**src/rtl/st_irq_ctrl.sv**
```systemverilog
// Interrupt controller for the 68000 bus: latches HBL/VBL, drives prioritised IPL lines and
// routes interrupt-acknowledge cycles to the MFP (vectored), autovector (VPA) or bus error.
module st_irq_ctrl #(
  parameter int unsigned TIMEOUT = 64
) (
  input  logic       clk,
  input  logic       reset,
  input  logic       clk_en,
  input  logic       hbl_pulse,
  input  logic       vbl_pulse,
  input  logic       mfp_irq,
  input  logic       mfp_dtack,
  input  logic [2:0] cpu_fc,
  input  logic       cpu_as_n,
  input  logic [2:0] cpu_addr,
  output logic [2:0] cpu_ipl_n,
  output logic       mfp_iack,
  output logic       vpa,
  output logic       berr,
  output logic       iack_busy
);

  typedef enum logic [2:0] {StIdle, StAckMfp, StAckAuto, StAckSpur, StWaitEnd} state_e;

  state_e     state_q, state_d;
  logic [7:0] cnt_q, cnt_d;
  logic       hbl_pend_q, hbl_pend_d;
  logic       vbl_pend_q, vbl_pend_d;
  logic [2:0] ipl_n_q, ipl_n_d;
  logic       mfp_iack_q, mfp_iack_d;
  logic       vpa_q, vpa_d;
  logic       berr_q, berr_d;
  logic       iack_cyc;
  logic       clr_hbl, clr_vbl;
  logic [2:0] level;

  assign iack_cyc = (cpu_fc == 3'b111) && !cpu_as_n;
  assign level    = mfp_irq ? 3'd6 : vbl_pend_q ? 3'd4 : hbl_pend_q ? 3'd2 : 3'd0;

  always_comb begin
    state_d    = state_q;
    cnt_d      = cnt_q;
    hbl_pend_d = hbl_pend_q;
    vbl_pend_d = vbl_pend_q;
    ipl_n_d    = ipl_n_q;
    mfp_iack_d = mfp_iack_q;
    vpa_d      = vpa_q;
    berr_d     = berr_q;
    clr_hbl    = 1'b0;
    clr_vbl    = 1'b0;
    if (clk_en) begin
      ipl_n_d = ~level;
      unique case (state_q)
        StIdle: begin
          if (iack_cyc) begin
            if (cpu_addr == 3'd6) begin
              state_d    = StAckMfp;
              mfp_iack_d = 1'b1;
              cnt_d      = 8'd0;
            end else if (cpu_addr == 3'd2 || cpu_addr == 3'd4) begin
              state_d = StAckAuto;
              vpa_d   = 1'b1;
              clr_hbl = (cpu_addr == 3'd2);
              clr_vbl = (cpu_addr == 3'd4);
            end else begin
              state_d = StAckSpur;
              berr_d  = 1'b1;
            end
          end
        end
        StAckMfp: begin
          // Strobe release wins over a same-cycle dtack: the CPU has already left the cycle.
          if (cpu_as_n) begin
            state_d    = StIdle;
            mfp_iack_d = 1'b0;
            vpa_d      = 1'b0;
            berr_d     = 1'b0;
          end else if (mfp_dtack) begin
            state_d = StWaitEnd;
          end else if (cnt_q == 8'(TIMEOUT - 1)) begin
            state_d = StWaitEnd;
            berr_d  = 1'b1;
          end else begin
            cnt_d = cnt_q + 8'd1;
          end
        end
        StAckAuto, StAckSpur, StWaitEnd: begin
          if (cpu_as_n) begin
            state_d    = StIdle;
            mfp_iack_d = 1'b0;
            vpa_d      = 1'b0;
            berr_d     = 1'b0;
          end
        end
        default: begin
          state_d    = StIdle;
          mfp_iack_d = 1'b0;
          vpa_d      = 1'b0;
          berr_d     = 1'b0;
        end
      endcase
      // A new event in the acknowledge cycle keeps the level pending.
      hbl_pend_d = hbl_pulse | (hbl_pend_q & ~clr_hbl);
      vbl_pend_d = vbl_pulse | (vbl_pend_q & ~clr_vbl);
    end
  end

  always_ff @(posedge clk) begin
    if (reset) begin
      state_q    <= StIdle;
      cnt_q      <= 8'd0;
      hbl_pend_q <= 1'b0;
      vbl_pend_q <= 1'b0;
      ipl_n_q    <= 3'b111;
      mfp_iack_q <= 1'b0;
      vpa_q      <= 1'b0;
      berr_q     <= 1'b0;
    end else begin
      state_q    <= state_d;
      cnt_q      <= cnt_d;
      hbl_pend_q <= hbl_pend_d;
      vbl_pend_q <= vbl_pend_d;
      ipl_n_q    <= ipl_n_d;
      mfp_iack_q <= mfp_iack_d;
      vpa_q      <= vpa_d;
      berr_q     <= berr_d;
    end
  end

  assign cpu_ipl_n = ipl_n_q;
  assign mfp_iack  = mfp_iack_q;
  assign vpa       = vpa_q;
  assign berr      = berr_q;
  assign iack_busy = (state_q != StIdle);

endmodule
```
**config.mk**
```make
export PLATFORM = sky130hd
export DESIGN_NAME = st_irq_ctrl
export DESIGN_NICKNAME = d
export VERILOG_FILES = /design/src/rtl/st_irq_ctrl.sv
export SDC_FILE = /design/constraint.sdc
export NUM_CORES = 1
export LEC_CHECK = 0
export CORE_UTILIZATION = 50
export CTS_CLUSTER_SIZE = 14
export DETAILED_ROUTE_END_ITERATION = 12
export DONT_BUFFER_PORTS = 1
export PLACE_DENSITY = 0.67
export SLEW_MARGIN = 40
export SYNTH_ARGS = -nofsm -noshare
export SYNTH_HDL_FRONTEND = slang
export SYNTH_SLANG_ARGS = --single-unit
```
**constraint.sdc**
```tcl
create_clock -name clk -period 2.2 [get_ports clk]
set_clock_uncertainty 0.15 [all_clocks]
set_input_delay 0.44 -clock clk [delete_from_list [all_inputs] [get_ports clk]]
set_output_delay 0.44 -clock clk [all_outputs]
set_load 0.01 [all_outputs]
```
=== Word level (Yosys, flattened, before mapping) ===
Index checks and enable logic that the tools add are counted.

* Flip-flop bits (word level): 19
* Bits of input ports: 14
* Output and inout bits: 7
* Word-level logic and storage cells: 93

* Add/subtract/negate cells: 1
* Equal/unequal tests: 22
* Muxes and demuxes: 42
* Bitwise operators: 7
* Reductions and logical operators: 13

{| class="wikitable"
|+ Operator list
! kind !! number
|-
| 8-bit 2-to-1 mux || 5
|-
| 1-bit 2-to-1 mux || 23
|-
| 3-bit 2-to-1 mux || 7
|-
| 2-bit inequality test (second input constant) || 9
|-
| 8-bit case mux with 2 select lines || 1
|-
| 7-bit AND reduction || 2
|-
| 3-bit == test (second input constant) || 4
|-
| 3-bit by 2-bit == test with 1-bit output (second input constant) || 3
|-
| 3-bit case mux with 3 select lines || 1
|-
| 8-bit by 1-bit adder with 8-bit output (second input constant) || 1
|-
| 8-bit by 6-bit == test with 1-bit output (second input constant) || 1
|-
| 4-bit AND reduction || 2
|-
| 3-bit inequality test (second input constant) || 2
|-
| 5-bit AND reduction || 1
|-
| 2-bit 2-to-1 mux || 2
|-
| 4-bit inequality test (second input constant) || 1
|-
| 1-bit case mux with 2 select lines || 2
|-
| 4-bit OR reduction || 1
|-
| 3-bit by 1-bit == test with 1-bit output (second input constant) || 1
|-
| 3-bit zero test || 1
|-
| 3-bit inverter || 1
|-
| 1-bit case mux with 3 select lines || 1
|-
| 3-bit nonzero test || 1
|-
| 3-bit OR reduction || 1
|-
| other kinds (8) || 11
|}

=== Logic depth before layout (Yosys ltp) ===
* Depth after elaboration: 10
* Mapped depth: 6
* Mapped depth without buffers: 5

=== Least setup slack after synthesis ===
Ideal clock, no wire load.

* Path kind: register -> register
* Start point: register state_q[2]
* End point: register cnt_q[3]
* Data arrival time: 1.578 ns
* Required time: 1.981 ns
* Setup slack: 0.403 ns
* Cell stages (with the launch flop): 6
* Buffers on the path: 1
* Path through: dfxtp_1 -> buf_6 -> or3b_4 -> or3_1 -> or3_1 -> o21ai_1

* Word-level cells in the longest chain between the ends: 3
* Elaborated cells between the ends (all ways): 10
* Classes of those cells: eq/ne (6); mux (1); reduce/logical (3)

{| class="wikitable"
|+ Ends and longest elaborated chain
! item !! line !! source
|-
| start, declared || 25 || <nowiki>state_e state_q, state_d;</nowiki>
|-
| start signal, assigned || 110 || <nowiki>state_q <= StIdle;</nowiki>
|-
| start signal, assigned || 119 || <nowiki>state_q <= state_d;</nowiki>
|-
| 3-bit by 1-bit == test with 1-bit output or 3-bit zero test (tied branches) || 53 || <nowiki>unique case (state_q)</nowiki>
|-
| 2-bit inequality test (no line) or 2-bit nonzero test (tied branches) || -- ||
|-
| 7-bit AND reduction (no line) || -- ||
|-
| end signal, assigned || 120 || <nowiki>cnt_q <= cnt_d;</nowiki>
|-
| end, declared || 26 || <nowiki>logic [7:0] cnt_q, cnt_d;</nowiki>
|}

Parallel ways exist; a longest one is shown, timed or not.
A chain may end at the register's enable or synchronous reset.

=== Final worst setup path ===
* Start point: register cnt_q[0]
* End point: register state_q[0]

* Word-level cells in the longest chain between the ends: 3

{| class="wikitable"
|+ Ends and longest elaborated chain
! item !! line !! source
|-
| 8-bit by 6-bit == test with 1-bit output || 80 || <nowiki>end else if (cnt_q == 8'(TIMEOUT - 1)) begin</nowiki>
|-
| 4-bit inequality test (no line) || -- ||
|-
| 4-bit AND reduction (no line) || -- ||
|}

No other way between the ends.

==> impl_metrics.json <==
{
  "min-delay-path-class": "in -> reg",
  "worstPathMaxFanout": 5,
  "first_global_vias": 806,
  "drive_above_1_share_pct": 9.52,
  "grt_max_degree": 22,
  "power.total_w": 0.000991,
  "end_kind": "register",
  "drc": 0,
  "drtIter0Drc": 36,
  "tightestPinTransition_ns": 0.538,
  "synth_top_family_by_area": "compound AO/OA/AOI/OAI gates",
  "synth_cells": 124,
  "area_delta_synth_final_pct": 5.52,
  "placed_cells": 149,
  "port_buffers": 0,
  "max_cap_violations": 0,
  "final_common_cell": "dfxtp_1",
  "gp_congestion": 0.867,
  "layout_min_cycle_time_ns": 1.94,
  "ir_drop_v": 0.000392,
  "fill_cells": 194,
  "seq_area_frac_synth_pct": 33.8,
  "status": "completed",
  "setup_viol": 0,
  "finalNetCount": 142,
  "wl_per_cell_um": 15.8,
  "setup_tns_ns": 0,
  "h-tree-depth": 1,
  "fp-row-count": 16,
  "cp_slowest_cell": "or3b_1",
  "max_stage_delay_ns": 0.43,
  "synth_warnings": 0,
  "gr-total-overflow": 0,
  "relSlewSlack_pct": 64.0,
  "synth_adder_area_share_pct": 1.17,
  "globalRouteTotalUtil_pct": 22.4,
  "synth_area_um2": 1070,
  "dp_hpwl_um": 1780,
  "synth-seq-cells": 18,
  "die_x_um": 48.2,
  "muxShareOfSynthArea_pct": 1.06,
  "dr_total_vias": 1006,
  "cp_data_arrival_time_ns": 2.01,
  "cts_tree": "built",
  "antenna_found_initial": 0,
  "clk_latency_ns": 0.31,
  "ctsResizeCount": 0,
  "cp-start-kind": "register",
  "synth-edff-count": 0,
  "avgSynthCellArea_um2": 8.60,
  "start_util_pct": 53.8,
  "die_h_um": 48.2,
  "cts.path.max_buffers": 2,
  "core_area_um2": 1980,
  "syn_nets": 139,
  "clk_pin_slew_ns": 0.11,
  "timing.final.crit_share_pct": 88.2,
  "power_leakage_nw": 0.369,
  "ant_nets": 0,
  "numCtsBuffers": 3,
  "p_per_area_nw_per_um2": 881,
  "root_buffer": "clkbuf_4",
  "wl_um": 2420,
  "crit_required_ns": 2.27,
  "hold_viol_final": 0,
  "synthSimpleGateAreaFrac_pct": 23.9,
  "path_cells": "ha_1 -> or3b_1 -> o211ai_1 -> nand3_1 -> o31ai_1",
  "worstSetupPathType": "reg -> reg",
  "synth_compound_area_share_pct": 33.6,
  "cts_hold_buf": 0,
  "final_cell_mix": "dfxtp_1, a21oi_1, inv_1, nand2b_1, o21ai_0",
  "die-area_um2": 2320,
  "ys.flop_type": "dfxtp_1",
  "n_antenna_cell": 0,
  "synth_xor_area_share_pct": 0.822,
  "routed_via_density": 6.58,
  "grt_pass1_wl_um": 3610,
  "rsz0062_at_grt": "false",
  "post_cts_buffers": 0,
  "ys_types": 45,
  "drv_slew": 0,
  "fmax_mhz": 515,
  "dr.pass1.iters": 4,
  "final_cells": 153,
  "cts.sinks": 18,
  "synthArstFlopShare_pct": 0,
  "pin_count": 21
}
[cell families (layout without fill, tap and decap cells)]
logic type / Yosys count / in the layout
adders and majority gates: 1 / 1
AOI/OAI and AO/OA: 51 / 51
other: 1 / 1
and+or+nand+nor: 39 / 39
xor gates and xnor gates: 1 / 1
buffers and inverters: 12 / 14
muxes: 1 / 1
DFF: 18 / 18
[routing by layer]
metal  GRT usage (%)  vias up  wire length (um)  part of all wire (%)
met5               0        -                 0                     0
met4            11.1        0                24                  0.99
met3            3.70        4               131                   5.4
met2            32.5       39              1110                    46
met1            31.9      473              1150                    48
li1                -      490                 -                     -
[power by group]
group / switching [W] / internal [W] / leakage (nW)
sequential: 0.0000605 / 0.000364 / 0.146
clock: 0.000112 / 0.000101 / 0.0210
combinational: 0.000204 / 0.000149 / 0.201
[worst max-delay path, delay by kind of cell (launching register included)]
kind,cells,cell delay (ns)
flip-flops,1,0.38
AND/OR/NAND/NOR,2,0.58
AO/OA/AOI/OAI,2,0.56
adder cells (fa/ha/maj),1,0.19
[metrics by stage]
stage	instance area (um2)	setup slack [ns]	hold slack [ns]	utilization [%]
finish	1120	0.260	0.0355	56.8
global route	1120	0.148	0.0200	56.8
CTS	1120	0.257	0.0243	56.8
detailed placement	1090	0.280	0.307	54.9
global placement	1090	0.316	0.306	54.9
floorplan	1070	0.403	0.288	-
[registers in the layout, indices dropped and copies added (netlist names)]
register,cells
cnt_q,8
state_q,3
cpu_ipl_n,2
berr,1
hbl_pend_q,1
mfp_iack,1
vbl_pend_q,1
vpa,1
[synth_stat cells, types with 4 or more instances]
library cell | instances | area (um2)
a211oi_1 | 5 | 37.5
o21ai_0 | 7 | 35.0
nand2_1 | 4 | 15.0
nor2_1 | 5 | 18.8
o211ai_1 | 4 | 30.0
a21oi_1 | 9 | 45.0
dfxtp_1 | 18 | 360
o31ai_1 | 5 | 37.5
nand2b_1 | 7 | 43.8
or3_1 | 4 | 25.0
inv_1 | 7 | 26.3
[layout make-up]
class	instances	area, um2	share of cell area [%]
multi-input combinational	94	649	57.7
inverter	8	30.0	2.67
timing repair buffer	2	15.0	1.33
clock buffer	4	36.3	3.23
sequential	18	360	32.0
tap	27	33.8	3.00
[worst paths after layout]
path	from	endpoint	slack (ns)	cells past startpoint
setup / recovery	cnt_q[0]	state_q[0]	0.26	5
hold / removal	reset	cnt_q[7]	0.04	1
setup reg to reg	cnt_q[0]	state_q[0]	0.26	5
hold reg to reg	hbl_pend_q	hbl_pend_q	0.33	2
Note: power is estimated with default switching activity, not from simulation.
